===== config.mk =====
export PLATFORM = sky130hd
export DESIGN_NAME = if_stage_flat
export DESIGN_NICKNAME = d
export VERILOG_FILES = /design/src/rtl/if_stage_if.sv /design/src/rtl/if_stage.sv /design/src/flat_wrapper.sv
export SDC_FILE = /design/constraint.sdc
export NUM_CORES = 1
export LEC_CHECK = 0
export CORE_ASPECT_RATIO = 1.75
export CORE_MARGIN = 4
export CORE_UTILIZATION = 37
export CTS_CLUSTER_DIAMETER = 150
export CTS_CLUSTER_SIZE = 24
export DETAILED_ROUTE_END_ITERATION = 8
export PLACE_DENSITY = 0.67
export SLEW_MARGIN = 20
export SYNTH_ARGS = -nofsm -noshare
export SYNTH_HDL_FRONTEND = slang
export SYNTH_SLANG_ARGS = --single-unit

===== constraint.sdc =====
create_clock -name i_clock -period 4.2 [get_ports i_clock]
set_input_delay 0.42 -clock i_clock [delete_from_list [all_inputs] [get_ports i_clock]]
set_output_delay 0.42 -clock i_clock [all_outputs]
set_load 0.1 [all_outputs]

===== src/rtl/if_stage_if.sv =====
// Bundle of the fetch stage's control, instruction-memory and IF/ID signals.
// The stage connects through the slave modport; the driving side uses master.
interface if_stage_if #(
   parameter int NB_PC       = 32,
   parameter int NB_INSTR    = 32,
   parameter int NB_MEM_ADDR = 10,
   parameter int NB_COUNT    = 32
);
   logic                   i_valid;
   logic                   i_hazard;
   logic                   i_branch_taken;
   logic [NB_PC-1:0]       i_branch_addr;
   logic [NB_MEM_ADDR-1:0] o_imem_addr;
   logic [NB_INSTR-1:0]    i_imem_data;
   logic [NB_INSTR-1:0]    o_instr;
   logic [NB_PC-1:0]       o_pc_next;
   logic [NB_PC-1:0]       o_pc;
   logic                   o_halted;
   logic [NB_COUNT-1:0]    o_fetch_count;

   modport slave (
      input  i_valid, i_hazard, i_branch_taken, i_branch_addr, i_imem_data,
      output o_imem_addr, o_instr, o_pc_next, o_pc, o_halted, o_fetch_count
   );

   modport master (
      output i_valid, i_hazard, i_branch_taken, i_branch_addr, i_imem_data,
      input  o_imem_addr, o_instr, o_pc_next, o_pc, o_halted, o_fetch_count
   );
endinterface


===== src/rtl/if_stage.sv =====
// MIPS instruction-fetch stage: PC register, IF/ID pipeline register,
// sticky HALT detection and a fetched-instruction counter for debug.
module if_stage #(
   parameter int                   NB_PC       = 32,
   parameter int                   NB_INSTR    = 32,
   parameter int                   NB_MEM_ADDR = 10,
   parameter logic [NB_PC-1:0]     RESET_PC    = '0,
   parameter logic [NB_INSTR-1:0]  HALT_INSTR  = 32'hFFFFFFFF,
   parameter int                   NB_COUNT    = 32
) (
   input  logic         i_clock,
   input  logic         i_reset,
   if_stage_if.slave    bus
);

   typedef enum logic {
      RUN,
      HALTED
   } state_t;

   state_t                r_state;
   state_t                w_state_next;
   logic [NB_PC-1:0]      r_pc;
   logic [NB_PC-1:0]      w_pc_next_val;
   logic [NB_INSTR-1:0]   r_instr;
   logic [NB_INSTR-1:0]   w_instr_next;
   logic [NB_PC-1:0]      r_pc_plus4;
   logic [NB_PC-1:0]      w_pc_plus4_next;
   logic [NB_COUNT-1:0]   r_count;
   logic [NB_COUNT-1:0]   w_count_next;
   logic [NB_PC-1:0]      w_pc_inc;

   assign w_pc_inc = r_pc + NB_PC'(4);

   always_ff @(posedge i_clock or negedge i_reset) begin
      if (!i_reset) begin
         r_state    <= RUN;
         r_pc       <= RESET_PC;
         r_instr    <= '0;
         r_pc_plus4 <= '0;
         r_count    <= '0;
      end else begin
         r_state    <= w_state_next;
         r_pc       <= w_pc_next_val;
         r_instr    <= w_instr_next;
         r_pc_plus4 <= w_pc_plus4_next;
         r_count    <= w_count_next;
      end
   end

   // Stall outranks redirect because branch operands are not valid during a stall;
   // a redirect always flushes IF/ID, which also discards a HALT being fetched.
   always_comb begin
      w_state_next    = r_state;
      w_pc_next_val   = r_pc;
      w_instr_next    = r_instr;
      w_pc_plus4_next = r_pc_plus4;
      w_count_next    = r_count;
      if (bus.i_valid && !bus.i_hazard) begin
         if (bus.i_branch_taken) begin
            w_pc_next_val   = {bus.i_branch_addr[NB_PC-1:2], 2'b00};
            w_instr_next    = '0;
            w_pc_plus4_next = '0;
         end else if (r_state == HALTED) begin
            w_instr_next    = '0;
            w_pc_plus4_next = '0;
         end else begin
            w_instr_next    = bus.i_imem_data;
            w_pc_plus4_next = w_pc_inc;
            w_count_next    = r_count + NB_COUNT'(1);
            if (bus.i_imem_data == HALT_INSTR) begin
               w_state_next = HALTED;
            end else begin
               w_pc_next_val = w_pc_inc;
            end
         end
      end
   end

   assign bus.o_imem_addr   = r_pc[NB_MEM_ADDR+1:2];
   assign bus.o_pc          = r_pc;
   assign bus.o_instr       = r_instr;
   assign bus.o_pc_next     = r_pc_plus4;
   assign bus.o_halted      = (r_state == HALTED);
   assign bus.o_fetch_count = r_count;

endmodule


===== src/flat_wrapper.sv =====
// flat-port wrapper written by rule: the top's interface ports become plain ports
module if_stage_flat 
#(
   parameter int                   NB_PC       = 32,
   parameter int                   NB_INSTR    = 32,
   parameter int                   NB_MEM_ADDR = 10,
   parameter logic [NB_PC-1:0]     RESET_PC    = '0,
   parameter logic [NB_INSTR-1:0]  HALT_INSTR  = 32'hFFFFFFFF,
   parameter int                   NB_COUNT    = 32
)
  (i_clock, i_reset, bus_i_valid, bus_i_hazard, bus_i_branch_taken, bus_i_branch_addr, bus_i_imem_data, bus_o_imem_addr, bus_o_instr, bus_o_pc_next, bus_o_pc, bus_o_halted, bus_o_fetch_count);
  if_stage_if #(.NB_PC(NB_PC), .NB_INSTR(NB_INSTR), .NB_MEM_ADDR(NB_MEM_ADDR), .NB_COUNT(NB_COUNT)) bus_i ();
  input  logic i_clock;
  input  logic i_reset;
  input wire logic [$bits(bus_i.i_valid)-1:0] bus_i_valid;
  input wire logic [$bits(bus_i.i_hazard)-1:0] bus_i_hazard;
  input wire logic [$bits(bus_i.i_branch_taken)-1:0] bus_i_branch_taken;
  input wire logic [$bits(bus_i.i_branch_addr)-1:0] bus_i_branch_addr;
  input wire logic [$bits(bus_i.i_imem_data)-1:0] bus_i_imem_data;
  output wire logic [$bits(bus_i.o_imem_addr)-1:0] bus_o_imem_addr;
  output wire logic [$bits(bus_i.o_instr)-1:0] bus_o_instr;
  output wire logic [$bits(bus_i.o_pc_next)-1:0] bus_o_pc_next;
  output wire logic [$bits(bus_i.o_pc)-1:0] bus_o_pc;
  output wire logic [$bits(bus_i.o_halted)-1:0] bus_o_halted;
  output wire logic [$bits(bus_i.o_fetch_count)-1:0] bus_o_fetch_count;
  assign bus_i.i_valid = bus_i_valid;
  assign bus_i.i_hazard = bus_i_hazard;
  assign bus_i.i_branch_taken = bus_i_branch_taken;
  assign bus_i.i_branch_addr = bus_i_branch_addr;
  assign bus_i.i_imem_data = bus_i_imem_data;
  assign bus_o_imem_addr = bus_i.o_imem_addr;
  assign bus_o_instr = bus_i.o_instr;
  assign bus_o_pc_next = bus_i.o_pc_next;
  assign bus_o_pc = bus_i.o_pc;
  assign bus_o_halted = bus_i.o_halted;
  assign bus_o_fetch_count = bus_i.o_fetch_count;
  if_stage #(.NB_PC(NB_PC), .NB_INSTR(NB_INSTR), .NB_MEM_ADDR(NB_MEM_ADDR), .RESET_PC(RESET_PC), .HALT_INSTR(HALT_INSTR), .NB_COUNT(NB_COUNT)) u_core (.i_clock(i_clock), .i_reset(i_reset), .bus(bus_i));
endmodule

Word-level counts from Yosys, hierarchy flattened
Cells that the tools add are included.
Operators by class
  reduce and logical (&&, ||, !) cells: 5
  muxes and demuxes: 9
  equal/unequal tests: 3
  bitwise gates (word level): 2
  add/subtract/negate cells: 2
Operators by type and width (number)
  two-way mux 32 bit: 7
  adder 32 x 1 -> 32 bit, second input constant: 1
  adder 32 x 3 -> 32 bit, second input constant: 1
  equality test 32 bit, second input constant: 1
  AND reduction 3 bit: 2
  inequality test 2 bit, second input constant: 2
  two-way mux 1 bit: 2
  NOT 1 bit: 2
  AND reduction 2 bit: 1
  logical AND 1 bit: 1
  zero test 1 bit: 1
Storage, ports and cells
  word-level logic and storage cells: 26
  flip-flop bits (word level): 129

Depth between registers and ports, before layout
  depth in word-level cells: 4
  gate-level depth with buffers: 7
  gate-level depth less buffers: 6

Least setup slack after synthesis
No wires, ideal clock.
  path type: register to register
  start point: reg u_core.r_pc[2], in the netlist u_core.bus.o_pc[2]
  end point: reg u_core.r_pc[28], in the netlist u_core.bus.o_pc[28]
  setup time: 104 ps
  period minus slack after synthesis: 2689 ps
  stages on the path, launching flop included: 8
  slack: 1511 ps
  data arrival time: 2585 ps
  path buffers: 1
  cells stage by stage: dfrtp_1 ha_1 nand3_1 nor2_1 and2_1 buf_4 nand4_1 a221oi_1
Between the ends
  word-level cells in the longest chain between the ends: 4
RTL lines
  start: declaration: RTL line if_stage.sv:23  | logic [NB_PC-1:0] r_pc;
  start signal: assignment: RTL line if_stage.sv:44  | r_pc <= w_pc_next_val;
  adder 32 x 3 -> 32 bit: RTL line if_stage.sv:33  | assign w_pc_inc = r_pc + NB_PC'(4);
  two-way mux 32 bit: RTL line if_stage.sv:71  | if (bus.i_imem_data == HALT_INSTR) begin
  two-way mux 32 bit: RTL line if_stage.sv:64  | end else if (r_state == HALTED) begin
  two-way mux 32 bit: RTL line if_stage.sv:60  | if (bus.i_branch_taken) begin
Every way passes these cells. The select of a mux whose other input is x is not followed.
A chain may end at the register's enable or synchronous reset.

Final worst setup path
  start point: reg u_core.r_pc[9], in the netlist u_core.bus.o_pc[9]
  end point: out bus_o_imem_addr[7]
RTL lines
  end: declaration: RTL line flat_wrapper.sv:20  | output wire logic [$bits(bus_i.o_imem_addr)-1:0] bus_o_imem_addr;
No word-level cell between the ends.

==> out/metrics.cfg <==
[status]
status=complete, no violations

[detailed_routing]
vias=5486
dr.pass1.iters=5
wirelength_mm=19.2
drtAntennaViolNets=0
drt_iter0_markers=368
via_per_inst=5.46
drc=0
wl_per_cell_um=19.1

[timing]
setup_viol=0
fin_worst_skew_ns=0.0116
timing.hold.ws_ns=0.0767
max_slew_margin=0.290
slew_viol_final=0
worstMarginPinSlew_ns=1.06
fin_crit_sh=0.624
hold_viol=0
fmax_ghz=0.381
fin_tns_setup_ns=0
rsz0062_at_grt=false
period_minus_slack_ns=2.62

[die]
io-pin-count=208
die_w_um=106
die_area_um2=18900
core_um2=16400
std_cell_rows=62
die_y_um=179
start_util=0.377

[clocking]
cts_resized=0
clock-root-buffer=clkbuf_16
postCtsSetupRepairBufs=0
path_clk_slew_ns=0.06
clock_latency_ns=0.41
cts_hold_buf=0
numCtsBuffers=17
clockBufferDepth=2
cts_tree=yes
cts_max_level=4
cts_sinks=126

[worst_setup_path]
cp_cell_sequence=clkdlybuf4s50_1
crit_path_top_delay_cell=clkdlybuf4s50_1
timing.rr.start=u_core.bus.o_pc[9]$_DFFE_PN0P_
crit_path_max_fanout=11
critPathBufInv=1
crit_family=buffers and inverters
cp_data_arrival_time_ns=2.20
cp.depth=1
crit_path_end_kind=output pin
max_stage_delay_ns=1.22
start_kind=flop
worst_ep_required_time_ns=3.78
startpoint=u_core.bus.o_pc[9]$_DFFE_PN0P_
ff2ff_path_depth=5
worst-setup-path-type=flop to output pin

[synthesis]
netlist_area_um2=6160
synth_area_leaders=dfrtp_1 (51%), a22o_1 (4.7%), xnor2_1 (4.5%)
synthCells=588
synth-seq-cells=126
yosys_warnings=0
avgSynthCellArea_um2=10.5
yosysSeqAreaShare=0.512
synth.top_cell.area_share=0.512
yosys.area.top_type=dfrtp_1
ys_types=43

[power]
leakagePower_nw=3.70
ir_drop_uv=248
pwr-share-comb=0.370
pwr-share-seq=0.307
internal_power_mw=2.78
power.share.clock=0.322
p_switching_mw=2.11
p_per_area_nw_per_um2=546
swShare=0.431

[place]
port_buffers=203
dp_hpwl_mm=13.8
gp_congestion=0.811

[global_routing]
grtUsageTotal=0.202
overflow=0
grt_pass1_vias=5601
grt_max_degree=70
grt_pass1_wl_mm=30.2
antenna_found_initial=1

[layout]
utilization=0.547
area_growth_pct=45.3
seq_area_um2=3150
multi_input_area_um2=2750
drive_above_1_share=0.0744
fill_cells=1484
nets=839

[run]
maxCapViolCount=0

[hold_path]
min_path_type=primary input to asynchronous set/reset pin

-- path summary, 6_finish.rpt --
path	to	slack [ns]
max	bus_o_imem_addr[7]	1.58
min	u_core.bus.o_instr[17]$_DFFE_PN0P_	0.08
max reg2reg	u_core.bus.o_pc[28]$_DFFE_PN0P_	1.80
min reg2reg	u_core.bus.o_pc_next[21]$_DFFE_PN0P_	0.48
max in group asynchronous	u_core.bus.o_pc_next[21]$_DFFE_PN0P_	3.26
min in group i_clock	u_core.bus.o_pc_next[21]$_DFFE_PN0P_	0.48
-- final cells by class --
cell class,instances,share of cell area
sequential,126,0.352
multi-input combinational,404,0.307
timing repair buffer,214,0.237
clock buffer,17,0.0475
tap,224,0.0313
clock inverter,14,0.0232
inverter,5,0.00210
antenna,1,0.000279
-- sequential cells by signal, indices dropped and copies added, names as in the netlist --
register and flops:
u_core.bus.o_instr 32, u_core.bus.o_pc_next 31, u_core.bus.o_halted 1, u_core.bus.o_pc 30, u_core.bus.o_fetch_count 32
-- cells by family (layout without fill, tap and decap cells) --
family / Yosys count / in the layout / share of synthesized area
AND/OR/NAND/NOR: 198 / 198 / 0.187
AO/OA/AOI/OAI: 143 / 143 / 0.166
flip-flops: 126 / 126 / 0.512
XOR/XNOR: 59 / 59 / 0.0838
buffers and inverters: 59 / 250 / 0.0469
adder cells (fa/ha/maj): 2 / 2 / 0.00406
other: 1 / 3 / 0.000608
-- per-stage QoR --
step	worst slack [ns]	power, mW	instance area [um2]	instances
after floorplan	1.51	2.86	6170	589
after global placement	1.40	3.32	8320	973
after detailed placement	1.34	3.34	8320	973
after CTS	1.56	4.94	8950	1004
after global routing	1.51	5.07	8950	1005
final	1.58	4.89	8950	1005
-- Yosys cell counts, drive strengths merged --
cell type  instances
dfrtp            126
nand2             45
o21ai             45
a22o              33
clkbuf            33
xnor2             32
nand3             28
xor2              27
and3              25
a311oi            24
buf               21
nand4             21
a211oi            18
nand3b            16
nor2              15
nor3              15
and4              13
o22ai             12
and2               8
inv                5
nor2b              4
nor4               4
a21oi              2
a221oi             2
a31oi              2
ha                 2
a211o              1
a31o               1
and4bb             1
conb               1
nand2b             1
nor3b              1
o21bai             1
o311ai             1
o31a               1
or3                1
-- power by group through the flow --
stage | registers (mW) | logic (mW) | clock network (mW)
2_1_floorplan | 2.43 | 0.429 | 0
3_3_place_gp | 1.51 | 1.81 | 0
3_5_place_dp | 1.53 | 1.82 | 0
4_1_cts | 1.50 | 1.82 | 1.61
5_1_grt | 1.53 | 1.87 | 1.67
6_report | 1.50 | 1.81 | 1.58
-- layer usage --
metal | up-vias | GRT usage | wire length (um)
met5 | - | 0 | 0
met4 | 0 | 0.0681 | 420
met3 | 24 | 0.0414 | 968
met2 | 205 | 0.375 | 10500
met1 | 2724 | 0.229 | 7270
li1 | 2533 | - | -
-- cells in the final DEF (no fill, tap or decap), types with 4 or more instances in the layout --
master and instances:
a211oi_1 18, a22o_1 33, a311oi_1 23, and2_1 8
and3_1 25, and4_1 13, buf_4 11, bufinv_16 4
clkbuf_16 17, clkdlybuf4s50_1 201, dfrtp_1 126, inv_1 5
inv_6 5, nand2_1 45, nand3_1 26, nand3b_1 16
nand4_1 21, nor2_1 15, nor3_1 12, o21ai_0 45
o22ai_1 12, xnor2_1 32, xor2_1 27
Power figures use the tool's default switching activity.
